[src/rtl/demux_dispatch_ctrl_pkg.sv]
// Shared constants, mode/state encodings and helpers for the 1-to-8 dispatch controller.
// Latency: n/a (declarations only).
// Backpressure: n/a.
package demux_dispatch_ctrl_pkg;

  localparam int N_CH  = 8;
  localparam int SEL_W = 3;

  typedef enum logic {
    MODE_ADDR = 1'b0,
    MODE_RR   = 1'b1
  } mode_e;

  typedef enum logic {
    ST_EMPTY = 1'b0,
    ST_FULL  = 1'b1
  } state_e;

  // One-hot channel vector with only bit `sel` set.
  function automatic logic [N_CH-1:0] sel2onehot(input logic [SEL_W-1:0] sel);
    logic [N_CH-1:0] v;
    v      = '0;
    v[sel] = 1'b1;
    return v;
  endfunction

endpackage

[src/rtl/demux_dispatch_ctrl_if.sv]
// Producer-side beat handshake plus the 8-channel demux/sink handshake.
// Latency: n/a (wires only).
// Backpressure: in_ready from the controller, out_ready per sink.
interface demux_dispatch_ctrl_if #(
  parameter int DW = 8
);
  import demux_dispatch_ctrl_pkg::*;

  logic             in_valid;
  logic             in_ready;
  logic [DW-1:0]    in_data;
  logic [SEL_W-1:0] in_dest;
  logic [SEL_W-1:0] out_sel;
  logic [N_CH-1:0]  out_valid;
  logic [DW-1:0]    out_data;
  logic [N_CH-1:0]  out_ready;

  // Producer + sinks side
  modport master (
    output in_valid, in_data, in_dest, out_ready,
    input  in_ready, out_sel, out_valid, out_data
  );

  // Controller side
  modport slave (
    input  in_valid, in_data, in_dest, out_ready,
    output in_ready, out_sel, out_valid, out_data
  );

endinterface

[src/rtl/demux_dispatch_ctrl_rr_pick8.sv]
// Rotating-priority find-first: first set bit of mask at or after start, modulo 8.
// Latency: purely combinational.
// Backpressure: none; any_found=0 when the mask is empty.
module rr_pick8
  import demux_dispatch_ctrl_pkg::*;
(
  input  logic [N_CH-1:0]  mask,
  input  logic [SEL_W-1:0] start,
  output logic [SEL_W-1:0] idx,
  output logic             any_found
);

  logic [SEL_W-1:0] cand;

  // Walk the channels starting at `start`; the first enabled one wins.
  always_comb begin
    idx       = '0;
    any_found = 1'b0;
    cand      = '0;
    for (int i = 0; i < N_CH; i++) begin
      cand = start + SEL_W'(i);
      if (!any_found && mask[cand]) begin
        idx       = cand;
        any_found = 1'b1;
      end
    end
  end

endmodule

[src/rtl/demux_dispatch_ctrl.sv]
// Dispatches producer beats to one of 8 sinks (addressed or round-robin) via a one-entry output register.
// Latency: accepted beat visible on out_valid/out_sel/out_data one cycle after accept.
// Backpressure: in_ready drops while the held beat's sink is not ready, or in RR mode with no enabled channel.
module demux_dispatch_ctrl
  import demux_dispatch_ctrl_pkg::*;
#(
  parameter int DW    = 8,
  parameter int CNT_W = 8
)(
  input  logic                         clk,
  input  logic                         rst,
  input  logic                         mode,
  input  logic [N_CH-1:0]              ch_enable,
  demux_dispatch_ctrl_if.slave         bus,
  output logic [CNT_W-1:0]             drop_cnt
);

  state_e           state;
  logic [SEL_W-1:0] sel_q;
  logic [DW-1:0]    data_q;
  logic [N_CH-1:0]  vld_q;
  logic [SEL_W-1:0] rr_ptr;
  logic [CNT_W-1:0] drop_q;

  logic [SEL_W-1:0] rr_idx;
  logic             rr_found;
  logic             full;
  logic             fire;
  logic             rr_blocked;
  logic             in_ready_c;
  logic             accept;
  logic             drop;
  logic             load;
  logic [SEL_W-1:0] dest;

  rr_pick8 u_pick (
    .mask      (ch_enable),
    .start     (rr_ptr),
    .idx       (rr_idx),
    .any_found (rr_found)
  );

  assign full       = (state == ST_FULL);
  assign fire       = full & bus.out_ready[sel_q];
  // In RR mode an empty enable mask leaves nowhere to send a beat, so stall the producer.
  assign rr_blocked = (mode == MODE_RR) & ~rr_found;
  assign in_ready_c = (~full | fire) & ~rr_blocked;
  assign accept     = bus.in_valid & in_ready_c;
  assign dest       = (mode == MODE_RR) ? rr_idx : bus.in_dest;
  // Only addressed beats can target a disabled channel; RR always picks an enabled one.
  assign drop       = accept & (mode == MODE_ADDR) & ~ch_enable[bus.in_dest];
  assign load       = accept & ~drop;

  assign bus.in_ready  = in_ready_c;
  assign bus.out_sel   = sel_q;
  assign bus.out_valid = vld_q;
  assign bus.out_data  = data_q;
  assign drop_cnt      = drop_q;

  // Holding-register FSM with registered outputs, RR pointer and saturating drop counter.
  always_ff @(posedge clk) begin
    if (rst) begin
      state  <= ST_EMPTY;
      sel_q  <= '0;
      data_q <= '0;
      vld_q  <= '0;
      rr_ptr <= '0;
      drop_q <= '0;
    end else begin
      case (state)
        ST_EMPTY: begin
          if (load) begin
            state  <= ST_FULL;
            sel_q  <= dest;
            data_q <= bus.in_data;
            vld_q  <= sel2onehot(dest);
          end
        end
        ST_FULL: begin
          // A fire with a same-cycle load reloads in place and stays FULL.
          if (load) begin
            sel_q  <= dest;
            data_q <= bus.in_data;
            vld_q  <= sel2onehot(dest);
          end else if (fire) begin
            state <= ST_EMPTY;
            vld_q <= '0;
          end
        end
        default: begin
          state <= ST_EMPTY;
          vld_q <= '0;
        end
      endcase

      if (drop && (drop_q != {CNT_W{1'b1}})) begin
        drop_q <= drop_q + CNT_W'(1);
      end

      if (accept && (mode == MODE_RR)) begin
        rr_ptr <= rr_idx + SEL_W'(1);
      end
    end
  end

endmodule

[src/flat_wrapper.sv]
// flat-port wrapper written by rule: the top's interface ports become plain ports
module demux_dispatch_ctrl_flat import demux_dispatch_ctrl_pkg::*;
#(
  parameter int DW    = 8,
  parameter int CNT_W = 8
)
  (clk, rst, mode, ch_enable, drop_cnt, bus_in_valid, bus_in_data, bus_in_dest, bus_out_ready, bus_in_ready, bus_out_sel, bus_out_valid, bus_out_data);
  demux_dispatch_ctrl_if #(.DW(DW)) bus_i ();
  input  logic clk;
  input  logic rst;
  input  logic mode;
  input  logic [N_CH-1:0] ch_enable;
  output logic [CNT_W-1:0] drop_cnt;
  input wire logic [$bits(bus_i.in_valid)-1:0] bus_in_valid;
  input wire logic [$bits(bus_i.in_data)-1:0] bus_in_data;
  input wire logic [$bits(bus_i.in_dest)-1:0] bus_in_dest;
  input wire logic [$bits(bus_i.out_ready)-1:0] bus_out_ready;
  output wire logic [$bits(bus_i.in_ready)-1:0] bus_in_ready;
  output wire logic [$bits(bus_i.out_sel)-1:0] bus_out_sel;
  output wire logic [$bits(bus_i.out_valid)-1:0] bus_out_valid;
  output wire logic [$bits(bus_i.out_data)-1:0] bus_out_data;
  assign bus_i.in_valid = bus_in_valid;
  assign bus_i.in_data = bus_in_data;
  assign bus_i.in_dest = bus_in_dest;
  assign bus_i.out_ready = bus_out_ready;
  assign bus_in_ready = bus_i.in_ready;
  assign bus_out_sel = bus_i.out_sel;
  assign bus_out_valid = bus_i.out_valid;
  assign bus_out_data = bus_i.out_data;
  demux_dispatch_ctrl #(.DW(DW), .CNT_W(CNT_W)) u_core (.clk(clk), .rst(rst), .mode(mode), .ch_enable(ch_enable), .bus(bus_i), .drop_cnt(drop_cnt));
endmodule
[config.mk]
export PLATFORM = sky130hd
export DESIGN_NAME = demux_dispatch_ctrl_flat
export DESIGN_NICKNAME = d
export VERILOG_FILES = /design/src/rtl/demux_dispatch_ctrl_pkg.sv /design/src/rtl/demux_dispatch_ctrl_if.sv /design/src/rtl/demux_dispatch_ctrl_rr_pick8.sv /design/src/rtl/demux_dispatch_ctrl.sv /design/src/flat_wrapper.sv
export SDC_FILE = /design/constraint.sdc
export NUM_CORES = 1
export LEC_CHECK = 0
export BUFFER_PORTS_ARGS = -buffer_cell sky130_fd_sc_hd__clkbuf_2
export CAP_MARGIN = 20
export CORE_ASPECT_RATIO = 1.5
export CORE_UTILIZATION = 49
export CTS_BUF_LIST = sky130_fd_sc_hd__clkbuf_16
export CTS_CLUSTER_DIAMETER = 200
export DETAILED_ROUTE_END_ITERATION = 8
export PLACE_DENSITY = 0.76
export SLEW_MARGIN = 30
export SYNTH_ARGS = -nofsm -noshare
export SYNTH_HDL_FRONTEND = slang
export SYNTH_SLANG_ARGS = --single-unit
[constraint.sdc]
create_clock -name clk -period 3.4 [get_ports clk]
set_input_delay 0.68 -clock clk [delete_from_list [all_inputs] [get_ports clk]]
set_output_delay 0.68 -clock clk [all_outputs]
set_load 0.05 [all_outputs]
## Yosys cells after proc, flatten, opt, wreduce, memory -nomap -nowiden

Cells that the tools add are included.
Widths: inputs -> output; s select.

- $add $sub $neg: 9
- Magnitude comparators: 12
- Eq/ne operators: 3
- Mux-type cells: 49
- Bitwise gates (word level): 14
- Reductions and logical operators: 18

Operators by type and width:

| operator | count |
|---|---|
| $lt 3x4->1 const B | 11 |
| $mux 8 | 4 |
| $bmux 1 s3 | 10 |
| $mux 3 | 10 |
| $mux 1 | 22 |
| $pmux 8 s2 | 1 |
| $add 3x3->3 const B | 4 |
| $logic_and 1x1->1 | 10 |
| $add 8x1->8 const B | 1 |
| $ne 8x8->1 const B | 1 |
| $and 1x1->1 | 7 |
| $logic_not 1->1 | 7 |
| $add 3x1->3 const B | 2 |
| $add 3x2->3 const B | 2 |
| $not 1->1 | 6 |
| $demux 1 s3 | 1 |
| $ge 3x1->1 const B | 1 |
| $ne 3x3->1 const B | 1 |
| $ne 2x1->1 const B | 1 |
| $pmux 1 s2 | 1 |
| $reduce_and 2->1 | 1 |
| $or 1x1->1 | 1 |

- Bits in registers: 31
- Bits of input ports: 31

## Depth between registers and ports, before layout

- Word-level depth: 35
- Gate-level depth with buffers: 16

## Hierarchy

From an unflattened synthesis, not the netlist that was laid out.

- Cells, all modules: 306
- Area, all modules: 2760.1 µm²

Modules (own cells, without submodules):

| module | times used | cells an instance | area each (µm²) |
|---|---|---|---|
| demux_dispatch_ctrl | 1 | 185 | 1679.1 |
| rr_pick8 | 1 | 121 | 1081.0 |

## Worst setup path before layout

OpenSTA, ideal clock, no wires.

- Path kind: register -> register
- Start point: reg u_core.rr_ptr[0]
- End point: reg u_core.vld_q[4], in the netlist u_core.bus.out_valid[4]
- Setup time: 117 ps
- Arrival time: 3451 ps
- Path slack: -169 ps
- Cell stages (with the launch flop): 15
- Path buffers: 4
- Clock period less this slack: 3569 ps
- Path through: dfxtp_1 > buf_4 > clkinv_1 > ha_1 > buf_2 > buf_2 > mux4_2 > mux2i_1 > and2_1 > o21ai_2 > o31a_1 > and3b_1 > buf_2 > and3b_1 > a32o_1

- Word-level cells in the longest chain between the ends: 35

RTL lines:

| item | line | source |
|---|---|---|
| start, declared | demux_dispatch_ctrl.sv:22 | `logic [SEL_W-1:0] rr_ptr;` |
| start signal, assigned | demux_dispatch_ctrl.sv:101 | `rr_ptr <= rr_idx + SEL_W'(1);` |
| parallel branches: the longest is 23 deep, another holds $add 3x1->3 | - |  |
| $mux 1 (*) | demux_dispatch_ctrl_rr_pick8.sv:22 | `if (!any_found && mask[cand]) begin` |
| $not 1->1 (*) | demux_dispatch_ctrl.sv:46 | `assign rr_blocked = (mode == MODE_RR) & ~rr_found;` |
| $and 1x1->1 (*) | demux_dispatch_ctrl.sv:46 |  |
| $not 1->1 (*) | demux_dispatch_ctrl.sv:47 | `assign in_ready_c = (~full \| fire) & ~rr_blocked;` |
| $and 1x1->1 (*) | demux_dispatch_ctrl.sv:47 |  |
| named net bus_in_ready | flat_wrapper.sv:18 | `output wire logic [$bits(bus_i.in_ready)-1:0] bus_in_ready;` |
| $and 1x1->1 (*) | demux_dispatch_ctrl.sv:48 | `assign accept = bus.in_valid & in_ready_c;` |
| $and 1x1->1 (2 in a row) | demux_dispatch_ctrl.sv:51 | `assign drop = accept & (mode == MODE_ADDR) & ~ch_enable[bus.in_dest];` |
| $not 1->1 | demux_dispatch_ctrl.sv:52 | `assign load = accept & ~drop;` |
| $and 1x1->1 (*) | demux_dispatch_ctrl.sv:52 |  |
| $mux 8 (tied with other cells) | demux_dispatch_ctrl.sv:81 | `if (load) begin` |
| $pmux 8 s2 / $reduce_and 2->1 (equally long branches) | - |  |
| end signal, assigned | demux_dispatch_ctrl.sv:76 | `vld_q <= sel2onehot(dest);` |
| end signal, assigned | demux_dispatch_ctrl.sv:84 | `vld_q <= sel2onehot(dest);` |
| end, declared | demux_dispatch_ctrl.sv:21 | `logic [N_CH-1:0] vld_q;` |

Mark *: on every way through the listed nets, which the timed path passes. The select of a mux whose other input is x is not followed.
A chain may end at the register's enable or synchronous reset.

## Worst setup path after layout

- Start point: reg u_core.rr_ptr[0]
- End point: out bus_in_ready

- Word-level cells in the longest chain between the ends: 28

RTL lines:

| item | line |
|---|---|
| parallel branches: the longest is 23 deep, another holds $add 3x1->3 | - |
| $mux 1 (*) | demux_dispatch_ctrl_rr_pick8.sv:22 |
| $not 1->1 (*) | demux_dispatch_ctrl.sv:46 |
| $and 1x1->1 (*) | demux_dispatch_ctrl.sv:46 |
| $not 1->1 (*) | demux_dispatch_ctrl.sv:47 |
| $and 1x1->1 (*) | demux_dispatch_ctrl.sv:47 |
| end, declared | flat_wrapper.sv:18 |

Every way passes the cells marked *. The select of a mux whose other input is x is not followed.

==> report_table.html <==
<table>
<tr><th>Metric</th><th>Value</th></tr>
<tr><th colspan="2">Run status</th></tr>
<tr><td>Result of the run</td><td>finished clean</td></tr>
<tr><th colspan="2">STA</th></tr>
<tr><td>Worst Clk Skew</td><td>approximately 5.3 ps</td></tr>
<tr><td>Final setup viols</td><td>0</td></tr>
<tr><td>Transition time of the tightest slew-check pin</td><td>~630 ps</td></tr>
<tr><td>Share of the clock period used by the worst path after layout</td><td>a little over nine tenths</td></tr>
<tr><td>Clock period minus worst slack</td><td>between 3000 and 4000 ps</td></tr>
<tr><td>Highest achievable clock rate</td><td>299 MHz</td></tr>
<tr><td>Slew Limit Headroom</td><td>a little under three fifths</td></tr>
<tr><td>PnR worst setup slack</td><td>approximately 55 ps</td></tr>
<tr><td>Hold Violations, Final</td><td>0</td></tr>
<tr><td>Count of final max-slew check failures</td><td>0</td></tr>
<tr><th colspan="2">Synthesis</th></tr>
<tr><td>Syn. warnings</td><td>0</td></tr>
<tr><td>Synth Area in XOR/XNOR</td><td>under 10%</td></tr>
<tr><td>Synthesized instance count</td><td>256</td></tr>
<tr><td>Multiplexer area fraction after synthesis</td><td>between 20% and 30%</td></tr>
<tr><td>Average size of a mapped cell</td><td>about 9.7 um2</td></tr>
<tr><td>Synth Cell Area</td><td>roughly 2500 um2</td></tr>
<tr><td>Number of library cell types mapped by synthesis</td><td>59</td></tr>
<tr><td>Largest family of logic cells by synthesized area</td><td>multiplexers</td></tr>
<tr><td>Count of flip-flops with a built-in enable after synthesis</td><td>0</td></tr>
<tr><td>Net Count, Synth</td><td>291</td></tr>
<tr><td>Area fraction in compound gates after synthesis</td><td>between 10% and 20%</td></tr>
<tr><td>Most used flip-flop cell after synthesis</td><td>dfxtp_1</td></tr>
<tr><td>Simple logic cell fraction of the synthesized area</td><td>13.6%</td></tr>
<tr><td>Post-synthesis sequential element count</td><td>31</td></tr>
<tr><td>Synth async-reset ratio</td><td>0%</td></tr>
<tr><td>Fraction of the mapped netlist area in adder cells</td><td>about 2%</td></tr>
<tr><td>Sequential area share after synthesis</td><td>25.1%</td></tr>
<tr><th colspan="2">Power</th></tr>
<tr><td>Leakage power of the design</td><td>between 1 and 1.5 nW</td></tr>
<tr><td>Power, Total</td><td>~1.5 mW</td></tr>
<tr><td>Worst voltage drop across the vdd grid</td><td>just under 0.4 mV</td></tr>
<tr><td>Total power per unit cell area</td><td>482 nW/um2</td></tr>
<tr><th colspan="2">Drt</th></tr>
<tr><td>Drt total wl</td><td>around 6400 um</td></tr>
<tr><td>Overall via count from detail_route</td><td>2,313</td></tr>
<tr><td>Post-detailed-route count of antenna-violating nets</td><td>0</td></tr>
<tr><td>Iteration count of the initial detailed-routing pass</td><td>4</td></tr>
<tr><td>Routed wire length per instance</td><td>about 17 um</td></tr>
<tr><td>DRC violation total after the first TritonRoute iteration</td><td>between 100 and 150</td></tr>
<tr><td>Number of remaining DRC errors</td><td>0</td></tr>
<tr><td>Routed via count divided by cell count</td><td>~6</td></tr>
<tr><th colspan="2">Floorplanning</th></tr>
<tr><td>DIE AREA</td><td>roughly 5300 um2</td></tr>
<tr><td>Number of cell rows</td><td>31</td></tr>
<tr><td>Total I/O pin count</td><td>59</td></tr>
<tr><td>Vertical extent of the die</td><td>approximately 89 um</td></tr>
<tr><td>Starting Density</td><td>between 50 and 60%</td></tr>
<tr><td>Core region area</td><td>approximately 4800 um2</td></tr>
<tr><td>Die X-Extent</td><td>between 50 and 60 um</td></tr>
<tr><th colspan="2">Worst setup path</th></tr>
<tr><td>Kind of launch point of the worst setup path</td><td>flop</td></tr>
<tr><td>Critical Path End Type</td><td>output port</td></tr>
<tr><td>Data required time at the worst endpoint</td><td>2720 ps</td></tr>
<tr><td>Source of the worst register-to-register timing path</td><td>u_core.rr_ptr[0]</td></tr>
<tr><td>Cell family with the largest share of critical-path delay</td><td>compound AO/OA/AOI/OAI gates</td></tr>
<tr><td>Cell with the largest stage delay on the worst path</td><td>mux4_2</td></tr>
<tr><td>CP peak stage delay</td><td>roughly 580 ps</td></tr>
<tr><td>Cells along the critical path</td><td>clkinv_2 &gt; ha_4 &gt; mux4_2 &gt; a221oi_2 &gt; o21ai_4 &gt; o31a_4 &gt; buf_4</td></tr>
<tr><td>Worst setup slack for register-to-register paths</td><td>about 250 ps</td></tr>
<tr><td>Buf+Inv Stages, Crit Path</td><td>2</td></tr>
<tr><td>Max Fanout on Critical Path</td><td>7</td></tr>
<tr><td>Critical Setup Path Class</td><td>flop to output port</td></tr>
<tr><td>Number of gates on the worst path with buffers counted</td><td>7</td></tr>
<tr><td>FF-to-FF End</td><td>u_core.rr_ptr[0]</td></tr>
<tr><td>Arrival time at the worst endpoint</td><td>around 2700 ps</td></tr>
<tr><td>Depth of the worst register-to-register path</td><td>9</td></tr>
<tr><th colspan="2">Final layout</th></tr>
<tr><td>Area growth syn-to-layout</td><td>23.7%</td></tr>
<tr><td>Fillcell total</td><td>417</td></tr>
<tr><td>Utilization after layout</td><td>63.0%</td></tr>
<tr><td>Share of layout cells above drive strength 1</td><td>38.2%</td></tr>
<tr><td>Final net count</td><td>about 350</td></tr>
<tr><td>Reg area</td><td>between 600 and 700 um2</td></tr>
<tr><td>Number of diodes</td><td>0</td></tr>
<tr><td>Area used by multi-input combinational logic</td><td>1740 um2</td></tr>
<tr><th colspan="2">Global route</th></tr>
<tr><td>Layer with the highest usage</td><td>met2</td></tr>
<tr><td>Pin count of the biggest net entering global routing</td><td>27</td></tr>
<tr><td>Sum of overflow across all layers after global routing</td><td>0</td></tr>
<tr><td>Vias in the first global route</td><td>roughly 2,200</td></tr>
<tr><td>Met3 Track Usage GR</td><td>under 10%</td></tr>
<tr><td>Met2 capacity usage during global routing</td><td>a little over two fifths</td></tr>
<tr><td>Wire length of the first global-routing pass</td><td>10,500 um</td></tr>
<tr><td>Initial antenna violation count</td><td>0</td></tr>
<tr><td>Global Route Usage Sum</td><td>between 20% and 30%</td></tr>
<tr><td>Met1 Usage GRT</td><td>32.7%</td></tr>
<tr><th colspan="2">Placement</th></tr>
<tr><td>Port bufs</td><td>58</td></tr>
<tr><td>HPWL reported at the end of detailed placement</td><td>roughly 4700 um</td></tr>
<tr><td>Routability cong.</td><td>~0.93</td></tr>
<tr><td>Pre-CTS WS</td><td>~96 ps</td></tr>
<tr><th colspan="2">Clocking</th></tr>
<tr><td>Maximum buffer depth of the clock tree</td><td>2</td></tr>
<tr><td>Number of buffers inserted for hold repair after clock tree synthesis</td><td>0</td></tr>
<tr><td>Clock sinks</td><td>31</td></tr>
<tr><td>Depth of the CTS H-tree</td><td>2</td></tr>
<tr><td>Cell at the root of the clock tree</td><td>clkbuf_16</td></tr>
<tr><td>Number of CTS-inserted buffers</td><td>5</td></tr>
<tr><td>Clock latency on the worst-skew pair</td><td>approximately 270 ps</td></tr>
<tr><td>TritonCTS clock tree</td><td>done</td></tr>
<tr><td>Clock-pin transition on the worst setup and hold timing paths</td><td>~50 ps</td></tr>
<tr><th colspan="2">Min path</th></tr>
<tr><td>Hold Crit Start</td><td>u_core.bus.out_valid[4]</td></tr>
<tr><td>Endpoint, Worst Hold</td><td>u_core.bus.out_valid[4]</td></tr>
<tr><td>Worst Hold Depth</td><td>1</td></tr>
<tr><td>Kind of path behind the tightest hold check</td><td>flop to flop</td></tr>
<tr><th colspan="2">Job</th></tr>
<tr><td>Number of violations of the max-capacitance limit</td><td>0</td></tr>
</table>
-- worst register-to-register path: stages, from the launching register on --
cell	delay, ps
dfxtp_1	340
clkinv_2	90
ha_4	310
mux4_2	580
a221oi_2	400
o21ai_4	130
o31a_4	360
and3b_1	280
buf_4	200
a311oi_1	340
-- report_power, final --
group / internal (mW) / switching, mW
Sequential: 0.387 / 0.0203
Clock: 0.262 / 0.143
Combinational: 0.293 / 0.368
Total: 0.941 / 0.532
-- flip-flops by register name (all words and copies together), names as in the netlist --
| name | flops |
|---|---|
| u_core.full | 1 |
| u_core.bus.out_valid | 8 |
| u_core.drop_cnt | 8 |
| u_core.bus.out_sel | 3 |
| u_core.rr_ptr | 3 |
| u_core.bus.out_data | 8 |
-- repair_timing --
action,CTS,global route
setup buffers,2,2
pin swaps,3,2
setup endpoints to repair,1,1
gates resized for setup,5,6
-- final cells by class --
cell class              instances  share of cell area (%)
repair buffers                 76                    14.1
inverters                      12                    1.51
flip-flops and latches         31                    20.3
clock buffers                   5                    4.09
well taps                      66                    2.70
multi-input cells             191                    56.9
clock inverters                 2                   0.287
-- stage by stage --
step / setup TNS, ps / area [um2] / cells / hold slack, ps
after floorplan: 0 / 2480 / 256 / 506
after global placement: 0 / 2850 / 372 / 453
after detailed placement: 0 / 2850 / 372 / 458
after CTS: 0 / 3020 / 381 / 470
after global routing: -59.0 / 3060 / 383 / 479
final: 0 / 3060 / 383 / 465
-- layer usage --
metal / vias to the layer above / wire length [um]
met5: - / 0
li1: 1090 / -
met2: 96 / 3270
met3: 22 / 282
met1: 1105 / 2570
met4: 0 / 261
-- placed cells by master (no fill, tap or decap), drive strengths merged, types with 2 or more instances in the layout --
| master | netlist | routed |
|---|---|---|
| a211oi | 4 | 4 |
| a21o | 2 | 2 |
| a21oi | 12 | 12 |
| a22oi | 2 | 2 |
| a31oi | 2 | 2 |
| a32o | 8 | 8 |
| and2 | 5 | 5 |
| and3b | 2 | 2 |
| and4 | 2 | 2 |
| buf | 11 | 19 |
| clkbuf | 11 | 62 |
| clkinv | 1 | 3 |
| dfxtp | 31 | 31 |
| ha | 4 | 4 |
| inv | 11 | 11 |
| mux2 | 8 | 8 |
| mux2i | 28 | 28 |
| mux4 | 16 | 16 |
| nand2 | 11 | 11 |
| nand3 | 7 | 7 |
| nand4 | 4 | 4 |
| nor2 | 26 | 26 |
| nor3 | 4 | 4 |
| o211ai | 4 | 4 |
| o21ai | 2 | 2 |
| o22ai | 3 | 3 |
| xnor2 | 4 | 4 |
| xor2 | 7 | 7 |
-- synthesized netlist by cell type (2+ instances only) --
cell,count,area [um2]
and4_1,2,17.5
ha_1,4,50.1
xor2_1,7,61.3
and2_1,5,31.3
nand2_1,11,41.3
a22oi_1,2,15.0
xnor2_1,4,35.0
mux2i_1,27,270
a32o_1,8,80.1
mux4_2,16,360
dfxtp_1,31,621
nand3_1,7,35.0
mux2_2,7,78.8
o22ai_1,2,12.5
buf_2,6,30.0
inv_1,11,41.3
buf_4,4,30.0
nor2_1,26,97.6
a21o_1,2,15.0
and3b_1,2,17.5
a211oi_1,4,30.0
a21oi_1,12,60.1
nand4_1,4,25.0
o211ai_1,4,30.0
nor3_1,3,15.0
a31oi_1,2,12.5
clkbuf_1,11,41.3
-- worst max-delay path by stage --
stage | slack (ps) | end | startpoint
floorplan | 60 | u_core.bus.out_valid[4] | u_core.rr_ptr[0]
global placement | 110 | u_core.rr_ptr[0] | ch_enable[4]
detailed placement | 100 | u_core.rr_ptr[0] | u_core.rr_ptr[0]
CTS | 50 | bus_in_ready | u_core.rr_ptr[0]
global route | -60 | bus_in_ready | u_core.rr_ptr[0]
finish | 60 | bus_in_ready | u_core.rr_ptr[0]
-- cells by family after synthesis --
kind of cell	count (synthesis)
AO/OA/AOI/OAI	58
XOR/XNOR	11
adder cells (fa/ha/maj)	4
buffers and inverters	34
flip-flops	31
multiplexers	52
AND/OR/NAND/NOR	66
(Power assumes the default switching activity.)
